$ cat src/rtl/router_out_reader.sv
// Drains one packet at a time from a router output FIFO: header, payload, parity byte.
// Streams the payload on dout/dout_vld and aborts cleanly when the port is soft-reset.
module router_out_reader #(
    parameter int DATA_W = 8,
    parameter int LEN_W  = 6
) (
    input  logic              clk,
    input  logic              resetn,
    input  logic              vld_out,
    input  logic              soft_reset,
    input  logic [DATA_W-1:0] data_out,
    input  logic [4:0]        rd_delay,
    output logic              read_enb,
    output logic [DATA_W-1:0] dout,
    output logic              dout_vld,
    output logic [LEN_W-1:0]  pkt_len,
    output logic              pkt_done,
    output logic              parity_err,
    output logic              pkt_abort,
    output logic              busy
);

    localparam int CNT_W = LEN_W + 1;

    typedef enum logic [2:0] {
        IDLE    = 3'd0,
        DELAY   = 3'd1,
        HDR_RD  = 3'd2,
        HDR_CAP = 3'd3,
        BODY    = 3'd4,
        CHECK   = 3'd5
    } state_t;

    state_t             state_q, state_d;
    logic [4:0]         dcnt_q, dcnt_d;
    logic [CNT_W-1:0]   issue_rem_q, issue_rem_d;
    logic [CNT_W-1:0]   cap_rem_q, cap_rem_d;
    logic [DATA_W-1:0]  par_q, par_d;
    logic               par_ok_q, par_ok_d;
    logic               rd_pend_q, rd_pend_d;
    logic [DATA_W-1:0]  dout_q, dout_d;
    logic               dout_vld_q, dout_vld_d;
    logic [LEN_W-1:0]   pkt_len_q, pkt_len_d;
    logic               pkt_abort_q, pkt_abort_d;
    logic [CNT_W-1:0]   hdr_cnt;

    // Header + payload + parity: len+1 more bytes to fetch after the header.
    assign hdr_cnt  = CNT_W'(data_out[DATA_W-1:2]) + CNT_W'(1);

    assign read_enb = vld_out &&
                      ((state_q == HDR_RD) ||
                       ((state_q == BODY) && (issue_rem_q != '0)));

    always_ff @(posedge clk) begin
        if (!resetn) begin
            state_q     <= IDLE;
            dcnt_q      <= '0;
            issue_rem_q <= '0;
            cap_rem_q   <= '0;
            par_q       <= '0;
            par_ok_q    <= 1'b0;
            rd_pend_q   <= 1'b0;
            dout_q      <= '0;
            dout_vld_q  <= 1'b0;
            pkt_len_q   <= '0;
            pkt_abort_q <= 1'b0;
        end else begin
            state_q     <= state_d;
            dcnt_q      <= dcnt_d;
            issue_rem_q <= issue_rem_d;
            cap_rem_q   <= cap_rem_d;
            par_q       <= par_d;
            par_ok_q    <= par_ok_d;
            rd_pend_q   <= rd_pend_d;
            dout_q      <= dout_d;
            dout_vld_q  <= dout_vld_d;
            pkt_len_q   <= pkt_len_d;
            pkt_abort_q <= pkt_abort_d;
        end
    end

    always_comb begin
        state_d     = state_q;
        dcnt_d      = dcnt_q;
        issue_rem_d = issue_rem_q;
        cap_rem_d   = cap_rem_q;
        par_d       = par_q;
        par_ok_d    = par_ok_q;
        rd_pend_d   = read_enb;
        dout_d      = dout_q;
        dout_vld_d  = 1'b0;
        pkt_len_d   = pkt_len_q;
        pkt_abort_d = 1'b0;

        if (soft_reset && (state_q != IDLE)) begin
            // FIFO is being flushed: drop any byte still in flight.
            state_d     = IDLE;
            issue_rem_d = '0;
            cap_rem_d   = '0;
            par_d       = '0;
            rd_pend_d   = 1'b0;
            pkt_abort_d = 1'b1;
        end else begin
            case (state_q)
                IDLE: begin
                    if (vld_out && !soft_reset) begin
                        dcnt_d  = rd_delay;
                        state_d = DELAY;
                    end
                end
                DELAY: begin
                    if (dcnt_q == '0) state_d = HDR_RD;
                    else              dcnt_d  = dcnt_q - 5'd1;
                end
                HDR_RD: begin
                    if (vld_out) state_d = HDR_CAP;
                end
                HDR_CAP: begin
                    pkt_len_d   = data_out[DATA_W-1:2];
                    par_d       = data_out;
                    issue_rem_d = hdr_cnt;
                    cap_rem_d   = hdr_cnt;
                    state_d     = BODY;
                end
                BODY: begin
                    if (read_enb) issue_rem_d = issue_rem_q - CNT_W'(1);
                    if (rd_pend_q) begin
                        cap_rem_d = cap_rem_q - CNT_W'(1);
                        if (cap_rem_q > CNT_W'(1)) begin
                            dout_d     = data_out;
                            dout_vld_d = 1'b1;
                            par_d      = par_q ^ data_out;
                        end else begin
                            // Last byte of the packet is the parity byte.
                            par_ok_d = (par_q == data_out);
                            state_d  = CHECK;
                        end
                    end
                end
                CHECK: begin
                    state_d = IDLE;
                end
                default: begin
                    state_d = IDLE;
                end
            endcase
        end
    end

    assign dout       = dout_q;
    assign dout_vld   = dout_vld_q;
    assign pkt_len    = pkt_len_q;
    assign pkt_abort  = pkt_abort_q;
    assign busy       = (state_q != IDLE);
    assign pkt_done   = (state_q == CHECK) && !soft_reset;
    assign parity_err = pkt_done && !par_ok_q;

endmodule

$ cat config.mk
export PLATFORM = sky130hd
export DESIGN_NAME = router_out_reader
export DESIGN_NICKNAME = d
export VERILOG_FILES = /design/src/rtl/router_out_reader.sv
export SDC_FILE = /design/constraint.sdc
export NUM_CORES = 1
export LEC_CHECK = 0
export ABC_AREA = 1
export BUFFER_PORTS_ARGS = -buffer_cell sky130_fd_sc_hd__buf_2
export CAP_MARGIN = 20
export CORE_AREA = 2 2 76 78
export DETAILED_ROUTE_END_ITERATION = 8
export DIE_AREA = 0 0 78 80
export PLACE_DENSITY = 0.75
export SETUP_SLACK_MARGIN = 0.2
export SLEW_MARGIN = 15
export SYNTH_ARGS = -nofsm -noshare
export SYNTH_HDL_FRONTEND = slang
export SYNTH_SLANG_ARGS = --single-unit
$ cat constraint.sdc
create_clock -name clk -period 1.5 [get_ports clk]
set_input_delay 0.075 -clock clk [delete_from_list [all_inputs] [get_ports clk]]
set_output_delay 0.075 -clock clk [all_outputs]
set_load 0.01 [all_outputs]
* After elaboration in Yosys (flattened, before gate mapping)
Cells that the tools add are included.
** Word-level totals
- Input port bits :: 17
- Register bits :: 48
** Operators by class
- Mux-type cells :: 18
- Equal/unequal tests :: 14
- Bitwise gates (word level) :: 6
- Add/subtract/negate cells :: 4
- $lt $le $gt $ge :: 1
- Reductions and logical operators :: 25
** Operators by type and width (count)
- case mux 7 bit (2 select lines) :: 2
- two-way mux 8 bit :: 2
- case mux 8 bit (2 select lines) :: 1
- two-way mux 3 bit :: 5
- case mux 3 bit (5 select lines) :: 1
- two-way mux 7 bit :: 2
- inequality test 2 bit, second input constant :: 7
- subtractor 7 x 1 -> 7 bit, second input constant :: 2
- AND reduction 4 bit :: 3
- two-way mux 5 bit :: 2
- case mux 5 bit (2 select lines) :: 1
- equality test 8 bit :: 1
- bitwise XOR 8 bit :: 1
- adder 6 x 1 -> 7 bit, second input constant :: 1
- > comparator 7 x 1 -> 1 bit, second input constant :: 1
- nonzero test 7 bit :: 1
- equality test 3 x 2 -> 1 bit, second input constant :: 2
- equality test 3 bit, second input constant :: 2
- logical AND 1 bit :: 6
- AND reduction 2 bit :: 3
- zero test 5 bit :: 1
- inverter 1 bit :: 5
- AND reduction 5 bit :: 1
- subtractor 5 x 1 -> 5 bit, second input constant :: 1
- other kinds (11) :: 14

* Longest topological paths before layout
Gate-level depths: netlist (run 1).
- Depth in word-level cells :: 6
- Gate-level depth with buffers :: 12

* Worst setup path after synthesis (run 1)
No wires, ideal clock.
- Path type :: flip-flop to flip-flop
- Start :: reg issue_rem_q[0]
- End :: reg issue_rem_q[0]
- Data required time :: 1385 ps
- Slack :: 95 ps
- Arrival :: 1290 ps
- Library setup time :: 115 ps
- Path buffers :: 1
- Stages on the path, launching flop included :: 12
- Cells stage by stage :: dfxtp_1 > inv_1 > ha_1 > inv_1 > nor2_1 > nand3_1 > nand2_1 > nand2_2 > nand3_4 > buf_6 > a21oi_1 > nor2_1
** Between the ends
- Word-level cells in the longest chain between the ends :: 6
- Elaborated cells between the ends (all ways) :: 9
- Classes of those cells :: add/sub: 1; eq/ne: 1; mux: 2; reduce/logical: 5
** Ends and longest elaborated chain
- start, declared :: RTL line 36 : logic [CNT_W-1:0] issue_rem_q, issue_rem_d;
- start signal, assigned :: RTL line 70 : issue_rem_q <= issue_rem_d;
- branches (longest 6 deep; another with subtractor 7 x 1 -> 7 bit)
Parallel ways; which one is timed is not known. The select of a mux whose other input is x is not followed.
A chain may end at the register's enable or synchronous reset.

* Worst setup path after layout (run 1)
- Start :: reg state_q[1]
- End :: reg par_ok_q
** Between the ends
- Word-level cells in the longest chain between the ends :: 4
- Elaborated cells between the ends (all ways) :: 5
- Classes of those cells :: eq/ne: 1; bitwise: 1; reduce/logical: 3
** Ends and longest elaborated chain
- start, declared :: RTL line 34 : state_t state_q, state_d;
- start signal, assigned :: RTL line 68 : state_q <= state_d;
- nonzero test 3 bit :: RTL line 95 : if (soft_reset && (state_q != IDLE)) begin
- logical AND 1 bit :: RTL line 95
- inverter 1 bit (no source line)
- AND reduction 4 bit (no source line) (*)
- end signal, assigned :: RTL line 73 : par_ok_q <= par_ok_d;
- end, declared :: RTL line 39 : logic par_ok_q, par_ok_d;
Every way passes the cells marked *; elsewhere a longest branch is shown, timed or not.

==> results of run 1 <==
[state kept, by name, summed over array words and instances, names as in the netlist]
signal,count
dout,8
dcnt_q,5
pkt_len,6
pkt_abort,1
par_ok_q,1
issue_rem_q,7
rd_pend_q,1
dout_vld,1
cap_rem_q,7
par_q,8
state_q,3
[cell type report]
cell class,count,area (sq um),area share
inverters,43,206,0.0464
multi-input cells,315,2320,0.521
clock buffers,5,68.8,0.0155
clock inverters,3,90.1,0.0202
repair inverters,1,5.00,0.00112
repair buffers,86,687,0.154
well taps,72,90.1,0.0202
flip-flops and latches,48,982,0.221
[repair_timing]
action	4_1_cts	5_1_grt
setup buffers	17	20
resized for setup	95	124
endpoints found under the setup margin	49	49
pin swaps	35	64
cloned	4	3
hold buffers	0	0
endpoints found under the hold margin	0	0
[cells in the final DEF (no fill, tap or decap), drive strengths merged, types with 3 or more instances in the layout]
master / instances
nand2: 106
o21ai: 27
clkinv: 4
xor2: 10
ha: 6
xnor2: 4
inv: 40
nor2: 68
dfxtp: 48
a21oi: 33
nor3: 7
buf: 85
nand3: 47
clkbuf: 6
bufinv: 3
[how the worst max path moves through the flow]
stage	start	end	slack, ns	cells past startpoint
2_1_floorplan	state_q[2]$_SDFFE_PP0P_	issue_rem_q[4]$_SDFFE_PP0P_	0.17	6
3_3_place_gp	state_q[2]$_SDFFE_PP0P_	issue_rem_q[2]$_SDFFE_PP0P_	0.09	8
3_5_place_dp	cap_rem_q[1]$_SDFFE_PP0P_	par_q[5]$_SDFFE_PP0P_	0.02	11
4_1_cts	issue_rem_q[0]$_SDFFE_PP0P_	read_enb	-0.03	10
5_1_grt	issue_rem_q[1]$_SDFFE_PP0P_	read_enb	-0.11	10
6_report	state_q[1]$_SDFFE_PP0P_	par_ok_q$_SDFFE_PN0P_	-0.07	9
[cell usage after synthesis (6+ instances only)]
library cell  count  share of area
nand2_2           7          0.016
nor3_1            7          0.013
xor2_1           10          0.032
nand3_1          40          0.073
nand2_1          93           0.13
clkbuf_1          6         0.0082
o21ai_0          27          0.049
a21oi_1          33          0.060
inv_1            38          0.052
nor2_1           64          0.087
ha_1              6          0.027
dfxtp_1          48           0.35
[per-stage QoR]
| step | power [uW] | instances | hold WS, ns | instance area [sq um] |
|---|---|---|---|---|
| finish | 4940 | 573 | 0.0698 | 4450 |
| global route | 5140 | 573 | 0.0728 | 4450 |
| CTS | 4280 | 550 | 0.0635 | 3770 |
| detailed placement | 2680 | 521 | 0.403 | 3090 |
| global placement | 2630 | 521 | 0.386 | 3090 |
| floorplan | 2360 | 414 | 0.201 | 2810 |
[kinds of logic after synthesis]
family,count (synthesis),share of synthesized area
AND/OR/NAND/NOR,227,0.375
AO/OA/AOI/OAI,63,0.116
buffers and inverters,56,0.0893
flip-flops,48,0.348
XOR/XNOR,14,0.0444
adder cells (fa/ha/maj),6,0.0272
[metal layers]
metal  vias up  global-route usage
met5         -                   0
li1       1516                   -
met3        81              0.0351
met2       245               0.476
met4         0               0.121
met1      1601               0.323
[worst reg2reg max path, delay by kind of cell, from the launching register on]
family                 cells  cell delay (ns)
DFF                        1             0.38
AOI/OAI and AO/OA          1             0.15
buffers and inverters      2             0.19
and+or+nand+nor            6             0.74
[power by group through the flow]
stage | clock, uW | combinational [uW] | sequential (uW)
2_1_floorplan | 0 | 876 | 1490
3_3_place_gp | 0 | 1130 | 1500
3_5_place_dp | 0 | 1170 | 1500
4_1_cts | 1310 | 1480 | 1490
5_1_grt | 1350 | 2270 | 1520
6_report | 1310 | 2120 | 1510
==> flow_metrics.py, run 1 <==
metrics = {
    "power": {
        "ir_drop_v": 0.000784,
        "pwr-share-seq": 0.306,
        "p_per_area_nw_per_um2": 1110,
        "clkPwrFrac": 0.265,
        "power_frac_comb": 0.429,
        "power_switching_uw": 1860,
        "internal-power_uw": 3080,
        "total_leakage_power_uw": 0.00205,
        "switching_share": 0.377,
    },
    "setup_path": {
        "r2r_slack_ns": -0.07,
        "critical-path-slowest-cell": "dfxtp_4",
        "r2r-end": "par_ok_q$_SDFFE_PN0P_",
        "crit_path_max_fanout": 5,
        "path_cells": "nor2_4 > nand2_4 > inv_8 > buf_12 > nand2_8 > nor2_8 > nand3_4 > a21oi_4 > nor2_2",
        "path_buf_inv": 2,
        "timing.setup.critical_path_class": "reg2reg",
        "max_stage_delay_ns": 0.38,
        "reg2reg_depth": 9,
        "startpoint_type": "register",
        "end_kind": "register",
        "critPathArrivalTime_ns": 1.79,
        "cp_top_family": "simple AND/OR/NAND/NOR gates",
        "reg2reg_from": "state_q[1]$_SDFFE_PP0P_",
        "worstPathRequired_ns": 1.71,
    },
    "floorplanning": {
        "die_w_microns": 78,
        "start_util": 0.510,
        "ios": 37,
        "row_count": 27,
        "die_area_sq_um": 6240,
        "die_h_microns": 80,
        "core_area_sq_um": 5410,
    },
    "drt": {
        "highest_layer": "met4",
        "ant_nets": 0,
        "drt_iter0_drc": 250,
        "drt_pass1_iterations": 5,
        "remaining_drc_errors": 0,
        "wl_met1_microns": 3990,
        "wire_per_inst_microns": 19.5,
        "route.met2.wl_microns": 5600,
        "route.met3.wl_microns": 854,
        "wirelength_microns": 11200,
        "via_per_inst": 6.01,
        "vias": 3443,
    },
    "global_routing": {
        "grt_pass1_vias": 2913,
        "grt_max_degree": 18,
        "grt_pass1_wl_microns": 13400,
        "antenna_found_initial": 0,
        "gr-total-overflow": 0,
        "grtUsageTotal": 0.268,
    },
    "cells_and_area": {
        "nFillCells": 284,
        "area.growth.synth_to_final_pct": 61.3,
        "nets": 523,
        "drive_gt1_frac": 0.519,
        "n_antenna_cell": 0,
        "final_util": 0.823,
    },
    "clock_network": {
        "clock-sinks": 48,
        "cts_buffers": 5,
        "cts_root_buf": "clkbuf_8",
        "htreeDepth": 2,
        "cts_tree": "done",
        "ctsLongestPathBuffers": 2,
        "clock_latency_ns": 0.31,
        "clkSlewWorstSetupHoldPaths_ns": 0.09,
    },
    "yosys": {
        "synth_nets": 437,
        "ys_seq_elements": 48,
        "synth_edf_count": 0,
        "synth_ff_type": "dfxtp_1",
        "async_flop_share": 0,
        "syn-instance-count": 414,
        "synth.avg_cell_area_sq_um": 6.66,
        "synth.yosys.warnings": 0,
        "synth_seq_area_share": 0.348,
        "netlist_area_sq_um": 2760,
        "yosysUniqueCellTypes": 31,
    },
    "run": {
        "drv_cap": 0,
    },
    "min_path": {
        "hold_start": "data_out[6]",
        "hp-class": "in2reg",
        "min_to": "dout[6]$_SDFFE_PN0P_",
        "whs_path_depth": 3,
    },
    "place": {
        "pre_cts_ws_ns": 0.0233,
        "dp_hpwl_microns": 4900,
        "routabilityCongestion": 0.870,
        "port_buffers": 36,
    },
    "sta": {
        "worst_slack_ns": -0.0728,
        "tightest_slew_ns": 0.417,
        "setup_violations": 6,
        "slew_violations": 0,
        "hold_violations": 0,
        "tns_ns": -0.213,
        "rsz0062_at_grt": "yes",
        "maxSlewHeadroom": 0.720,
        "fin_skew_ns": 0.00481,
        "period_share": 1.05,
        "post-route-min-period_ns": 1.57,
        "timing.fmax_mhz": 636,
    },
    "outcome": {
        "violations": "negative setup slack",
        "status": "finished, violations left",
    },
}
Note: power is estimated with default switching activity, not from simulation.
==> inputs of run 2 (changes only) <==
--- a/config.mk
+++ b/config.mk
@@ -8,11 +8,13 @@
 export ABC_AREA = 1
 export BUFFER_PORTS_ARGS = -buffer_cell sky130_fd_sc_hd__buf_2
 export CAP_MARGIN = 20
-export CORE_AREA = 2 2 76 78
+export CORE_AREA = 2 2 70 72
+export CTS_BUF_LIST = sky130_fd_sc_hd__clkbuf_16
 export DETAILED_ROUTE_END_ITERATION = 8
-export DIE_AREA = 0 0 78 80
-export PLACE_DENSITY = 0.75
+export DIE_AREA = 0 0 72 74
+export PLACE_DENSITY = 0.83
 export SETUP_SLACK_MARGIN = 0.2
+export SKIP_CTS_REPAIR_TIMING = 1
 export SLEW_MARGIN = 15
 export SYNTH_ARGS = -nofsm -noshare
 export SYNTH_HDL_FRONTEND = slang
==> constraint.sdc (replaced) <==
create_clock -name clk -period 2.02 [get_ports clk]
set_input_delay 0.101 -clock clk [delete_from_list [all_inputs] [get_ports clk]]
set_output_delay 0.101 -clock clk [all_outputs]
set_load 0.01 [all_outputs]
==> run 2 against run 1 <==
  * The flow now finishes without violations
  * Non-clock buffer count decreased by 48
  * Worst setup slack improved by 0.40 ns
  * Global-route usage is 2.1 points lower
  * Register-to-register slack gained 0.43 ns
  * Via count shrank 22%
  * Highest routed layer unchanged
==> flow_metrics.py, run 2 (synthesis gave the netlist of run 1 again) <==
metrics = {
    "drt": {
        "wirelength_microns": 6290,
        "ant_nets": 0,
        "wire_per_inst_microns": 12.6,
        "remaining_drc_errors": 0,
        "via_per_inst": 5.39,
        "drt_pass1_iterations": 4,
        "drt_iter0_drc": 163,
        "vias": 2700,
    },
    "setup_path": {
        "startpoint_type": "register",
        "worstPathRequired_ns": 1.92,
        "critPathArrivalTime_ns": 1.59,
        "end_kind": "output port",
        "timing.setup.critical_path_class": "reg2out",
        "crit_path_max_fanout": 22,
    },
    "power": {
        "clkPwrFrac": 0.329,
        "pwr-share-seq": 0.382,
        "power_frac_comb": 0.289,
        "p_per_area_nw_per_um2": 910,
        "switching_share": 0.337,
        "internal-power_uw": 1900,
        "ir_drop_v": 0.000550,
        "total_leakage_power_uw": 0.00156,
        "power_switching_uw": 964,
    },
    "floorplanning": {
        "die_area_sq_um": 5330,
        "die_w_microns": 72,
        "row_count": 25,
        "ios": 37,
        "die_h_microns": 74,
        "core_area_sq_um": 4600,
        "start_util": 0.600,
    },
    "sta": {
        "period_share": 0.839,
        "timing.fmax_mhz": 590,
        "post-route-min-period_ns": 1.70,
        "maxSlewHeadroom": 0.604,
        "setup_violations": 0,
        "slew_violations": 0,
        "fin_hold_ws_ns": 0.120,
        "tightest_slew_ns": 0.591,
        "worst_slack_ns": 0.325,
        "tns_ns": 0,
        "rsz0062_at_grt": "yes",
        "hold_violations": 0,
        "fin_skew_ns": 0.00596,
    },
    "global_routing": {
        "grt_pass1_wl_microns": 10400,
        "grt_pass1_vias": 2419,
        "gr-total-overflow": 0,
        "antenna_found_initial": 0,
        "grtUsageTotal": 0.247,
        "grt_max_degree": 23,
    },
    "cells_and_area": {
        "drive_gt1_frac": 0.161,
        "mostFrequentLayoutCell": "nand2_1",
        "n_antenna_cell": 0,
        "final_util": 0.685,
        "most-common-layout-cells": "nand2_1, nor2_1, dfxtp_1",
        "stdcell_count": 501,
        "nets": 469,
        "area.growth.synth_to_final_pct": 14.1,
    },
    "min_path": {
        "hp-class": "in2reg",
    },
    "run": {
        "drv_cap": 0,
    },
    "clock_network": {
        "clkSlewWorstSetupHoldPaths_ns": 0.07,
        "cts_buffers": 5,
        "htreeDepth": 2,
        "ctsLongestPathBuffers": 2,
        "clock_latency_ns": 0.29,
        "cts_root_buf": "clkbuf_16",
        "clock-sinks": 48,
        "cts_tree": "done",
    },
    "place": {
        "dp_cells": 493,
        "dp_hpwl_microns": 4480,
        "routabilityCongestion": 0.843,
        "port_buffers": 36,
        "pre_cts_ws_ns": 0.360,
    },
    "outcome": {
        "status": "completed",
    },
}
-- run 2: changes by cell type in the layout (fill, tap and decap cells not counted), moves of 11 or more --
cell | previous run | this run
nor2_1 | 42 | 64
a21oi_1 | 13 | 33
buf_6 | 11 | 0
nor2_2 | 11 | 0
nand3_1 | 12 | 39
nand2_1 | 64 | 93
nand2_2 | 21 | 7
nand3_2 | 26 | 5
inv_1 | 26 | 37
buf_4 | 33 | 2
nor2_4 | 14 | 2
a21oi_2 | 19 | 0
-- run 2: layout make-up --
cell class | count | area [sq um]
fillers | 392 | 1450
multi-input cells | 310 | 1580
inverters | 43 | 174
clock inverters | 3 | 42.5
well taps | 54 | 67.6
clock buffers | 5 | 125
flip-flops and latches | 48 | 961
repair buffers | 38 | 195
-- run 2: per-stage QoR --
stage	cell area (sq um)	total power [uW]
floorplan	2760	1740
global placement	2940	1890
detailed placement	2940	1910
CTS	3110	2860
global route	3150	3060
finish	3150	2860
-- run 2: worst max-delay path, stage by stage (launching register included) --
cell and delay [ns]:
dfxtp_1 0.47, nor2_4 0.10, nand2_8 0.15, clkinv_8 0.13
nand2_1 0.10, nand2_2 0.07, nand2_1 0.10, inv_1 0.04
buf_2 0.13
-- run 2: power by group through the flow --
stage	registers (uW)	logic (uW)	clock network [uW]
after global placement	1110	775	0
after floorplan	1100	635	0
after detailed placement	1110	802	0
after CTS	1090	810	959
final	1090	828	942
after global routing	1100	961	995
-- run 2: worst paths after layout --
check / endpoint / depth (start not counted) / start / slack, ns
setup reg to reg: cap_rem_q[3]$_SDFFE_PP0P_ / 7 / state_q[0]$_SDFFE_PP0P_ / 0.36
hold / removal: dout[6]$_SDFFE_PN0P_ / 3 / data_out[6] / 0.12
hold reg to reg: dout[7]$_SDFFE_PN0P_ / 2 / dout[7]$_SDFFE_PN0P_ / 0.46
setup / recovery: read_enb / 8 / state_q[0]$_SDFFE_PP0P_ / 0.32
-- run 2: routing by layer --
layer  part of all wire  wire length, microns  track usage  up-vias
li1                   -                     -            -     1386
met1               0.43                  2720        0.313     1223
met2               0.49                  3110        0.420       80
met3              0.054                   340       0.0420       11
met4              0.019                   121        0.105        0
met5                  0                     0            0        -
==> inputs of run 3 (changes only) <==
--- a/config.mk
+++ b/config.mk
@@ -8,11 +8,11 @@
 export ABC_AREA = 1
 export BUFFER_PORTS_ARGS = -buffer_cell sky130_fd_sc_hd__buf_2
 export CAP_MARGIN = 20
-export CORE_AREA = 2 2 70 72
+export CORE_AREA = 2 2 73 75
 export CTS_BUF_LIST = sky130_fd_sc_hd__clkbuf_16
 export DETAILED_ROUTE_END_ITERATION = 8
-export DIE_AREA = 0 0 72 74
-export PLACE_DENSITY = 0.83
+export DIE_AREA = 0 0 75 77
+export PLACE_DENSITY = 0.77
 export SETUP_SLACK_MARGIN = 0.2
 export SKIP_CTS_REPAIR_TIMING = 1
 export SLEW_MARGIN = 15
==> constraint.sdc (replaced) <==
create_clock -name clk -period 1.6 [get_ports clk]
set_input_delay 0.08 -clock clk [delete_from_list [all_inputs] [get_ports clk]]
set_output_delay 0.08 -clock clk [all_outputs]
set_load 0.01 [all_outputs]
==> run 3 against run 2 <==
  * Die area is 8.4% higher
  * Global-route usage decreased by 0.69 points
  * The flow now finishes with violations (negative setup slack)
  * Critical endpoint is now issue_rem_q[4]$_SDFFE_PP0P_
  * Largest cell class unchanged
  * Largest power group unchanged
  * Highest routed layer unchanged
  * Clock-buffer cell count stayed put
==> flow_metrics.py, run 3 (synthesis gave the netlist of run 1 again) <==
metrics = {
    "cells_and_area": {
        "n_antenna_cell": 0,
        "stdcell_area_sq_um": 3650,
        "nets": 495,
        "most-common-layout-cells": "nand2_1, nor2_1, dfxtp_1",
        "mostFrequentLayoutCell": "nand2_1",
        "nFillCells": 393,
        "stdcell_count": 543,
        "area.growth.synth_to_final_pct": 32.3,
        "drive_gt1_frac": 0.294,
    },
    "setup_path": {
        "r2r_slack_ns": -0.04,
        "end_kind": "register",
        "crit_end": "issue_rem_q[4]$_SDFFE_PP0P_",
        "reg2reg_depth": 12,
        "r2r-end": "issue_rem_q[4]$_SDFFE_PP0P_",
        "reg2reg_from": "issue_rem_q[0]$_SDFFE_PP0P_",
        "crit_path_max_fanout": 7,
        "timing.setup.critical_path_class": "reg2reg",
        "worstPathRequired_ns": 1.78,
        "critPathArrivalTime_ns": 1.82,
        "startpoint_type": "register",
        "critPathLaunch": "issue_rem_q[0]$_SDFFE_PP0P_",
    },
    "sta": {
        "setup_violations": 2,
        "rsz0062_at_grt": "yes",
        "fin_hold_ws_ns": 0.0973,
        "post-route-min-period_ns": 1.64,
        "maxSlewHeadroom": 0.686,
        "period_share": 1.02,
        "tightest_slew_ns": 0.469,
        "worst_slack_ns": -0.0375,
        "fin_skew_ns": 0.00695,
        "timing.fmax_mhz": 611,
        "hold_violations": 0,
        "slew_violations": 0,
    },
    "floorplanning": {
        "core_area_sq_um": 4980,
        "start_util": 0.554,
        "die_h_microns": 77,
        "row_count": 26,
        "ios": 37,
        "die_w_microns": 75,
        "die_area_sq_um": 5780,
    },
    "clock_network": {
        "clkSlewWorstSetupHoldPaths_ns": 0.07,
        "cts_root_buf": "clkbuf_16",
        "cts_buffers": 5,
        "clock_latency_ns": 0.29,
        "ctsLongestPathBuffers": 2,
        "htreeDepth": 2,
        "cts_tree": "done",
        "clock-sinks": 48,
    },
    "global_routing": {
        "grt_max_degree": 22,
        "grt_pass1_wl_microns": 10800,
        "grtUsageTotal": 0.240,
        "antenna_found_initial": 0,
        "grt_pass1_vias": 2464,
        "gr-total-overflow": 0,
    },
    "drt": {
        "wirelength_microns": 8020,
        "ant_nets": 0,
        "wire_per_inst_microns": 14.8,
        "drt_pass1_iterations": 5,
        "via_per_inst": 5.53,
        "remaining_drc_errors": 0,
        "vias": 3003,
        "drt_iter0_drc": 168,
    },
    "run": {
        "drv_cap": 0,
    },
    "place": {
        "placed_cell_area_sq_um": 3010,
        "port_buffers": 36,
        "dp_cells": 515,
        "dp_hpwl_microns": 4640,
        "routabilityCongestion": 0.842,
    },
    "outcome": {
        "violations": "negative setup slack",
        "status": "finished, violations left",
    },
    "power": {
        "p_per_area_nw_per_um2": 1070,
        "total_leakage_power_uw": 0.00178,
        "ir_drop_v": 0.000641,
    },
    "min_path": {
        "hp-class": "in2reg",
    },
}
run 3: changes by cell type in the layout (fill, tap and decap cells not counted), sizes merged:
cell | before | now
buf | 38 | 60
inv | 41 | 42
nand3 | 45 | 47
nor2 | 67 | 68
run 3: worst min path at each step:
| stage | from | to | slack [ns] | cells past startpoint |
|---|---|---|---|---|
| 2_1_floorplan | soft_reset | pkt_done | 0.21 | 1 |
| 3_3_place_gp | vld_out | rd_pend_q$_SDFF_PP0_ | 0.39 | 3 |
| 3_5_place_dp | vld_out | rd_pend_q$_SDFF_PP0_ | 0.38 | 3 |
| 4_1_cts | vld_out | rd_pend_q$_SDFF_PP0_ | 0.08 | 3 |
| 5_1_grt | data_out[0] | dout[0]$_SDFFE_PN0P_ | 0.12 | 3 |
| 6_report | data_out[0] | dout[0]$_SDFFE_PN0P_ | 0.1 | 3 |
run 3: power by group:
part	switching (uW)	leakage (uW)	internal, uW
logic	825	0.00131	483
registers	104	0.000391	1300
clock network	470	0.0000814	735
total	1400	0.00178	2520
run 3: per-layer routing:
layer,GRT usage,wire length (microns),share of wire
met5,0,0,0
met4,0.0982,233,0.029
met3,0.0578,455,0.057
met2,0.390,4050,0.50
met1,0.298,3280,0.41
run 3: area by class of cell:
cell class | count | area [sq um] | share of cell area
Clock buffer | 5 | 125 | 0.0343
Clock inverter | 3 | 42.5 | 0.0117
Inverter | 43 | 191 | 0.0524
Multi-Input combinational cell | 313 | 1840 | 0.504
Sequential cell | 48 | 971 | 0.266
Tap cell | 70 | 87.6 | 0.0240
Timing Repair Buffer | 60 | 387 | 0.106
Timing Repair inverter | 1 | 6.26 | 0.00171
run 3: worst max-delay path: stages (launching register included):
cell	delay [ns]
dfxtp_2	0.34
inv_4	0.08
ha_4	0.16
inv_2	0.05
nor2_2	0.12
nand3_2	0.09
nand2_1	0.11
nand2_2	0.09
buf_6	0.13
nand3_4	0.15
nand3_2	0.09
nand2_1	0.08
nor2_1	0.05
run 3: through the flow:
stage / setup TNS (ns) / utilization / setup WS [ns] / power, uW
after detailed placement: 0 / 0.604 / 0.0422 / 2440
final: -0.0746 / 0.734 / -0.0375 / 3920
after global routing: -0.610 / 0.734 / -0.0906 / 4140
after floorplan: 0 / - / 0.204 / 2190
after global placement: 0 / 0.604 / 0.0915 / 2410
after CTS: -0.103 / 0.638 / -0.103 / 3630
